--- src/rtl/width_convert_pkg.sv ---
// Shared types and helpers for the width_convert write-side arbiter.
// Holds the arbiter state encoding and the round-robin pick function.
package width_convert_pkg;

  typedef enum logic {ARB_IDLE, ARB_LOCK} arb_state_e;

  localparam int unsigned MAX_NCH = 32;

  // First set request after ptr, wrapping modulo n; ptr itself is checked last.
  function automatic int unsigned rr_pick(
    input logic [MAX_NCH-1:0] req,
    input int unsigned        ptr,
    input int unsigned        n
  );
    int unsigned win;
    int unsigned idx;
    logic        found;
    win   = ptr;
    found = 1'b0;
    for (int unsigned i = 1; i <= MAX_NCH; i++) begin
      idx = (ptr + i) % n;
      if (i <= n && !found && req[idx[4:0]]) begin
        win   = idx;
        found = 1'b1;
      end
    end
    return win;
  endfunction

endpackage

--- src/rtl/stream_reg_slice.sv ---
// Forward register slice for a valid/ready stream.
// Drain and fill in the same cycle keep one beat per cycle.
module stream_reg_slice #(
  parameter int DSIZE = 8
) (
  input  logic             clock,
  input  logic             rst,
  input  logic [DSIZE-1:0] in_data,
  input  logic             in_vld,
  output logic             in_ready,
  output logic [DSIZE-1:0] out_data,
  output logic             out_vld,
  input  logic             out_ready
);

  assign in_ready = ~out_vld | out_ready;

  // Load on accept, otherwise hold while stalled or clear once drained.
  always_ff @(posedge clock) begin
    if (rst) begin
      out_vld  <= 1'b0;
      out_data <= '0;
    end else if (in_vld && in_ready) begin
      out_vld  <= 1'b1;
      out_data <= in_data;
    end else if (out_ready) begin
      out_vld  <= 1'b0;
    end
  end

endmodule

--- src/rtl/width_convert_arbiter.sv ---
// Packet-granular round-robin arbiter in front of the width_convert write port.
// A grant is held from the first beat until the beat carrying last.
module width_convert_arbiter
  import width_convert_pkg::*;
#(
  parameter  int NCH   = 4,
  parameter  int ISIZE = 8,
  localparam int CW    = (NCH > 1) ? $clog2(NCH) : 1
) (
  input  logic               clock,
  input  logic               rst,
  input  logic [NCH*ISIZE-1:0] s_data,
  input  logic [NCH-1:0]     s_vld,
  output logic [NCH-1:0]     s_ready,
  input  logic [NCH-1:0]     s_last,
  input  logic [NCH-1:0]     s_align_last,
  output logic [ISIZE-1:0]   m_data,
  output logic               m_vld,
  input  logic               m_ready,
  output logic               m_last,
  output logic               m_align_last,
  output logic [CW-1:0]      m_chn,
  output logic               busy
);

  localparam int PW = ISIZE + 2 + CW;

  arb_state_e       state;
  logic [CW-1:0]    gnt;
  logic [CW-1:0]    rr_ptr;
  logic             lock;
  logic             fill;
  logic             fill_ready;
  logic             accept;
  logic [ISIZE-1:0] sel_data;
  logic [PW-1:0]    in_pay;
  logic [PW-1:0]    out_pay;

  assign lock     = (state == ARB_LOCK) & ~rst;
  assign sel_data = s_data[int'(gnt)*ISIZE +: ISIZE];
  assign fill     = lock & s_vld[gnt];
  assign accept   = fill & fill_ready;
  assign in_pay   = {sel_data, s_last[gnt], s_align_last[gnt], gnt};
  assign busy     = (state == ARB_LOCK);

  assign {m_data, m_last, m_align_last, m_chn} = out_pay;

  // Only the granted channel ever sees ready.
  always_comb begin
    s_ready = '0;
    if (lock) s_ready[gnt] = fill_ready;
  end

  // Pick a winner when idle, release the grant after the last beat.
  always_ff @(posedge clock) begin
    if (rst) begin
      state  <= ARB_IDLE;
      gnt    <= '0;
      rr_ptr <= CW'(NCH - 1);
    end else begin
      unique case (state)
        ARB_IDLE: begin
          if (|s_vld) begin
            gnt   <= CW'(rr_pick(MAX_NCH'(s_vld), 32'(rr_ptr), NCH));
            state <= ARB_LOCK;
          end
        end
        ARB_LOCK: begin
          if (accept && s_last[gnt]) begin
            rr_ptr <= gnt;
            state  <= ARB_IDLE;
          end
        end
      endcase
    end
  end

  stream_reg_slice #(
    .DSIZE(PW)
  ) u_slice (
    .clock    (clock),
    .rst      (rst),
    .in_data  (in_pay),
    .in_vld   (fill),
    .in_ready (fill_ready),
    .out_data (out_pay),
    .out_vld  (m_vld),
    .out_ready(m_ready)
  );

endmodule

--- config.mk ---
export PLATFORM = sky130hd
export DESIGN_NAME = width_convert_arbiter
export DESIGN_NICKNAME = d
export VERILOG_FILES = /design/src/rtl/width_convert_pkg.sv /design/src/rtl/stream_reg_slice.sv /design/src/rtl/width_convert_arbiter.sv
export SDC_FILE = /design/constraint.sdc
export NUM_CORES = 1
export LEC_CHECK = 0
export ABC_AREA = 1
export CORE_ASPECT_RATIO = 0.8
export CORE_MARGIN = 2
export CORE_UTILIZATION = 44
export CTS_CLUSTER_SIZE = 40
export DETAILED_ROUTE_END_ITERATION = 8
export PLACE_DENSITY = 0.85
export RECOVER_POWER = 100
export SLEW_MARGIN = 20
export SYNTH_ARGS = -nofsm -noshare
export SYNTH_HDL_FRONTEND = slang
export SYNTH_SLANG_ARGS = --single-unit
--- constraint.sdc ---
create_clock -name clock -period 3.8 [get_ports clock]
set_input_delay 0.38 -clock clock [delete_from_list [all_inputs] [get_ports clock]]
set_output_delay 0.38 -clock clock [all_outputs]
set_load 0.005 [all_outputs]
# Word-level counts from Yosys, hierarchy flattened
# Index checks and enable logic that the tools add are counted.
classes:
  shifts: 1
  multipliers: 0
  eq_ne: 0
  addsub: 4
  reduce_logical: 13
  div_mod_pow: 0
  bitwise_logic: 8
  muxes: 38
  order_cmp: 6
ops:
  columns: ["op", "count"]
  rows:
  - ["indexed part select 32 x 6 -> 8 bit", 1]
  - ["less-than comparator 2 x 6 -> 1 bit (second input constant)", 4]
  - ["2-to-1 mux 1 bit", 24]
  - ["binary-select mux 1 bit (select 2 bit)", 7]
  - ["2-to-1 mux 2 bit", 4]
  - ["logical AND 1 bit", 6]
  - ["adder 2 x 1 -> 2 bit (second input constant)", 2]
  - ["adder 2 bit (second input constant)", 2]
  - ["AND 4 bit", 1]
  - ["2-to-1 mux 4 bit", 1]
  - ["AND reduction 2 bit", 2]
  - ["OR reduction 4 bit", 1]
  - ["AND 1 bit", 3]
  - ["logical NOT 1 bit", 3]
  - ["less-than comparator 2 x 3 -> 1 bit (second input constant)", 1]
  - ["NOT 1 bit", 3]
  - ["demux 1 bit (select 2 bit)", 1]
  - ["greater-or-equal comparator 2 x 1 -> 1 bit (second input constant)", 1]
  - ["one-hot mux 1 bit (2 select lines)", 1]
  - ["nonzero test 2 bit", 1]
  - ["bitwise OR 1 bit", 1]
word_totals:
  elab_cells: 75
  latchBits: 0
  regBits: 18
  rom_bits: 0
  output_inout_bits: 18
  mem_count: 0
  ramBits: 0

# Longest topological paths before layout
logic_depth:
  word_depth: 22
  depth_mapped: 13
  depth_no_buf: 12

# Hierarchy
# A second synthesis with hierarchy kept.
unflattened:
  hier_cells: 210
  area_unflattened_um2: 1413.9
by_module_without_submodules:
  columns: ["module", "instances", "area_each_um2", "cells_each"]
  rows:
  - ["width_convert_arbiter", 1, 762.0, 126]
  - ["stream_reg_slice", 1, 651.9, 84]

# Least setup slack after synthesis
# Ideal clock, no wire load.
synth_timing:
  path_kind: "input-to-reg"
  start: "input rst"
  end: "register u_slice.out_data[10]"
  setup_time_ns: 0.139
  path_stages: 7
  n_path_buf: 2
  slack_ns: 2.450
  arrival_time_ns: 1.211
  cell_sequence: "buf_2 > nor2_2 > nand2_2 > clkinv_2 > buf_2 > a21oi_1 > nor3_2"
synth_via:
  elab_chain_len: 4
synth_rtl:
  columns: ["item", "line", "rtl"]
  rows:
  - ["from (decl)", "width_convert_arbiter.sv:11", "input logic rst,"]
  - ["NOT 1 bit", "width_convert_arbiter.sv:39", "assign lock = (state == ARB_LOCK) & ~rst;"]
  - ["AND 1 bit", "width_convert_arbiter.sv:39", null]
  - ["AND 1 bit", "width_convert_arbiter.sv:41", "assign fill = lock & s_vld[gnt];"]
  - ["logical AND 1 bit", "stream_reg_slice.sv:23", "end else if (in_vld && in_ready) begin"]
  - ["to (signal assigned)", "stream_reg_slice.sv:25", "out_data <= in_data;"]
  - ["to (decl)", "stream_reg_slice.sv:11", "output logic [DSIZE-1:0] out_data,"]
# Several ways; a longest one is shown, not always the timed one.
# A chain may end at the register's enable or synchronous reset.

# Worst setup path in the final report
layout_timing:
  start: "input rst"
  end: "output s_ready[0]"
layout_via:
  elab_chain_len: 3
layout_rtl:
  columns: ["item", "line", "rtl"]
  rows:
  - ["NOT 1 bit", "width_convert_arbiter.sv:39", null]
  - ["AND 1 bit", "width_convert_arbiter.sv:39", null]
  - ["2-to-1 mux 4 bit", "width_convert_arbiter.sv:51", "if (lock) s_ready[gnt] = fill_ready;"]
  - ["to (decl)", "width_convert_arbiter.sv:14", "output logic [NCH-1:0] s_ready,"]
# No other way between the ends.

==> metrics <==
ANT nets after route=0; Starting Density=45.4%; largest area contributor in the netlist=dfxtp_1; Max VDD drop=198 uV; Layout Utilization=64.6%; hold crit path type=reg -> reg; Gate Count Post-Synth=187; Sinks on Clock Net=18; Crit Path Class=in -> out; global-route wire length before repair=6030 um; mapped cell area=0.00137 mm2; hold buffers post-CTS=0; # fillers=284; Avg Cell Area, Syn=7.32 um2; die width=66.4 um; outcome=complete, no violations; Detail Placement HPWL=2790 um; final worst slack=0.803 ns; CORE AREA=0.00302 mm2; Setup TNS Final=0 ns; Nets=292; routed vias/inst=5.22; H-tree depth=1; layout cells sized above 1=13.2%; number of cells on the worst hold path=2; PD cells=302 mW/mm2; FMAX=334 MHz; number of global-route vias before repair=1314; max-slew violation count=0; largest net degree at the start of global routing=18; clk buf depth=2; Port Buffers=64; post-synthesis cell type count=29; Clock Root Buffer=clkbuf_8; Post-CTS Setup Bufs=0; antenna violations before repair=0; Leakage=0.835 nW; Hold Crit Start=u_slice.out_data[1]; # rows=18; final clock skew=0.000784 ns; Post-synth EDFFs=0; Fin. Hold Viols=0; area of the multi-input gates=800 um2; Storage cell area=360 um2; die area=0.00358 mm2; 1st-pass router iterations=4; highest net fanout along the worst path=17; ant diodes=0; DRC errors left=0; R2R depth=7; DRT iter0 DRCs=64; max cap viols=0; Tcrit/Tclk final=78.9%; GRT Resource Usage Total=22.4%; Main synth FF type=dfxtp_1; grt ovf=0; Post-Route WL=3640 um; Sequential Power Share=38.4%; Seq/Total Area, Yosys=26.3%; P&R area growth vs syn=42.5%; worst r2r src=gnt[0]; drt wl/cell=12.9 um; clock network fraction of total power=22.3%; clk slew on worst S/H paths=0.06 ns; Place WS=1.46 ns; Worst Setup SP=rst; Synth area leaders=dfxtp_1, nand2_1, nor3_2; async set-reset flop share out of synthesis=0%; Slew HR=31.3%; setup violators final=0; synthesis-stage register bit count=18; CTS buffer count=3; Sw Share=34.0%; Req. time, crit path=3.42 ns; Synth Warn #=0; Tmin final=3.00 ns; CP endpoint kind=output pin; chip height=53.9 um; crit path launch type=input port; CP arrival=2.62 ns; DR vias=1476; Worst-Margin Slew=1.03 ns; io pins=65; PostCTS Resize Cnt=0; RSZ-0062 raised after global routing=false; Int Power=389 uW; CTS tree=done; combinational share of power=39.3%; syn nets=234; Skew-Pair Late Insertion Delay=0.25 ns; NetSw=200 uW; Yosys top cell area share=26.3%; Final Wtd Congestion=0.867
## power by group through the flow
stage	logic, mW	registers, mW	clock network [mW]
2_1_floorplan	0.175	0.218	0
3_3_place_gp	0.242	0.231	0
3_5_place_dp	0.247	0.231	0
4_1_cts	0.248	0.227	0.133
5_1_grt	0.260	0.229	0.141
6_report	0.232	0.226	0.132
## area by class of cell
class	count	area share (%)
multi-input cells	144	41.0
repair buffers	65	33.0
flip-flops and latches	18	18.5
inverters	13	2.82
well taps	40	2.57
clock buffers	3	2.12
## metal layers
metal / share of wire, % / track usage [%] / vias to the layer above
li1: - / - / 751
met1: 45 / 29.8 / 657
met2: 46 / 35.8 / 62
met3: 7.6 / 6.07 / 6
met4: 1.1 / 6.12 / 0
met5: 0 / 0 / -
## synth_stat cells (3+ instances only)
| cell | count |
|---|---|
| nand3_2 | 3 |
| nor3_1 | 6 |
| a21oi_2 | 3 |
| inv_2 | 4 |
| nand2_2 | 4 |
| nor2_1 | 5 |
| a21oi_1 | 24 |
| nor3_2 | 14 |
| a22o_1 | 9 |
| nand3_1 | 9 |
| nor2_2 | 3 |
| buf_6 | 4 |
| dfxtp_1 | 18 |
| nand2_1 | 53 |
| buf_2 | 4 |
| inv_1 | 6 |
## kinds of logic after synthesis
kind of cell / after synthesis / synth area share [%]
flops: 18 / 26.3
compound gates: 42 / 20.8
simple gates: 102 / 41.3
buf+inv: 25 / 11.6
## path summary, 6_finish.rpt
path                          endpoint  slack [ns]
setup / recovery            s_ready[0]        0.80
hold / removal     u_slice.out_data[1]        0.47
setup reg to reg  u_slice.out_data[11]        1.44
hold reg to reg    u_slice.out_data[1]        0.47
## layout by cell type (no fill, tap or decap), types with 2 or more instances in the layout
cell	Yosys	routed
nand3_1	9	10
inv_1	6	6
inv_2	4	4
nand3_2	3	3
nor2_2	3	3
clkdlybuf4s50_1	0	46
nor2_1	5	5
clkbuf_8	0	3
nand2_1	53	56
o211ai_1	2	2
nor3_1	6	12
a21oi_1	24	24
a21oi_2	3	3
dfxtp_1	18	18
nor3_2	14	8
a22o_1	9	9
inv_4	2	2
dlygate4sd3_1	0	18
## per-stage QoR
| stage | power [mW] | instance area [um2] | cells | hold slack, ns |
|---|---|---|---|---|
| floorplan | 0.394 | 1370 | 187 | 0.460 |
| global placement | 0.473 | 1960 | 280 | 0.457 |
| detailed placement | 0.478 | 1960 | 280 | 0.459 |
| CTS | 0.608 | 2000 | 283 | 0.472 |
| global route | 0.630 | 1950 | 283 | 0.485 |
| finish | 0.590 | 1950 | 283 | 0.468 |
## flip-flops by register name, indices dropped and copies added, names as in the netlist
signal and count:
rr_ptr 2, busy 1, u_slice.out_data 12, u_slice.out_vld 1, gnt 2
## worst max-delay path: stages
cell and delay, ns:
dlygate4sd3_1 0.52, clkbuf_1 0.77, nor2_2 0.07, nand2_1 0.20, nor3_1 0.06, dlygate4sd3_1 0.61
No activity file was read; power rests on OpenSTA's default activity.
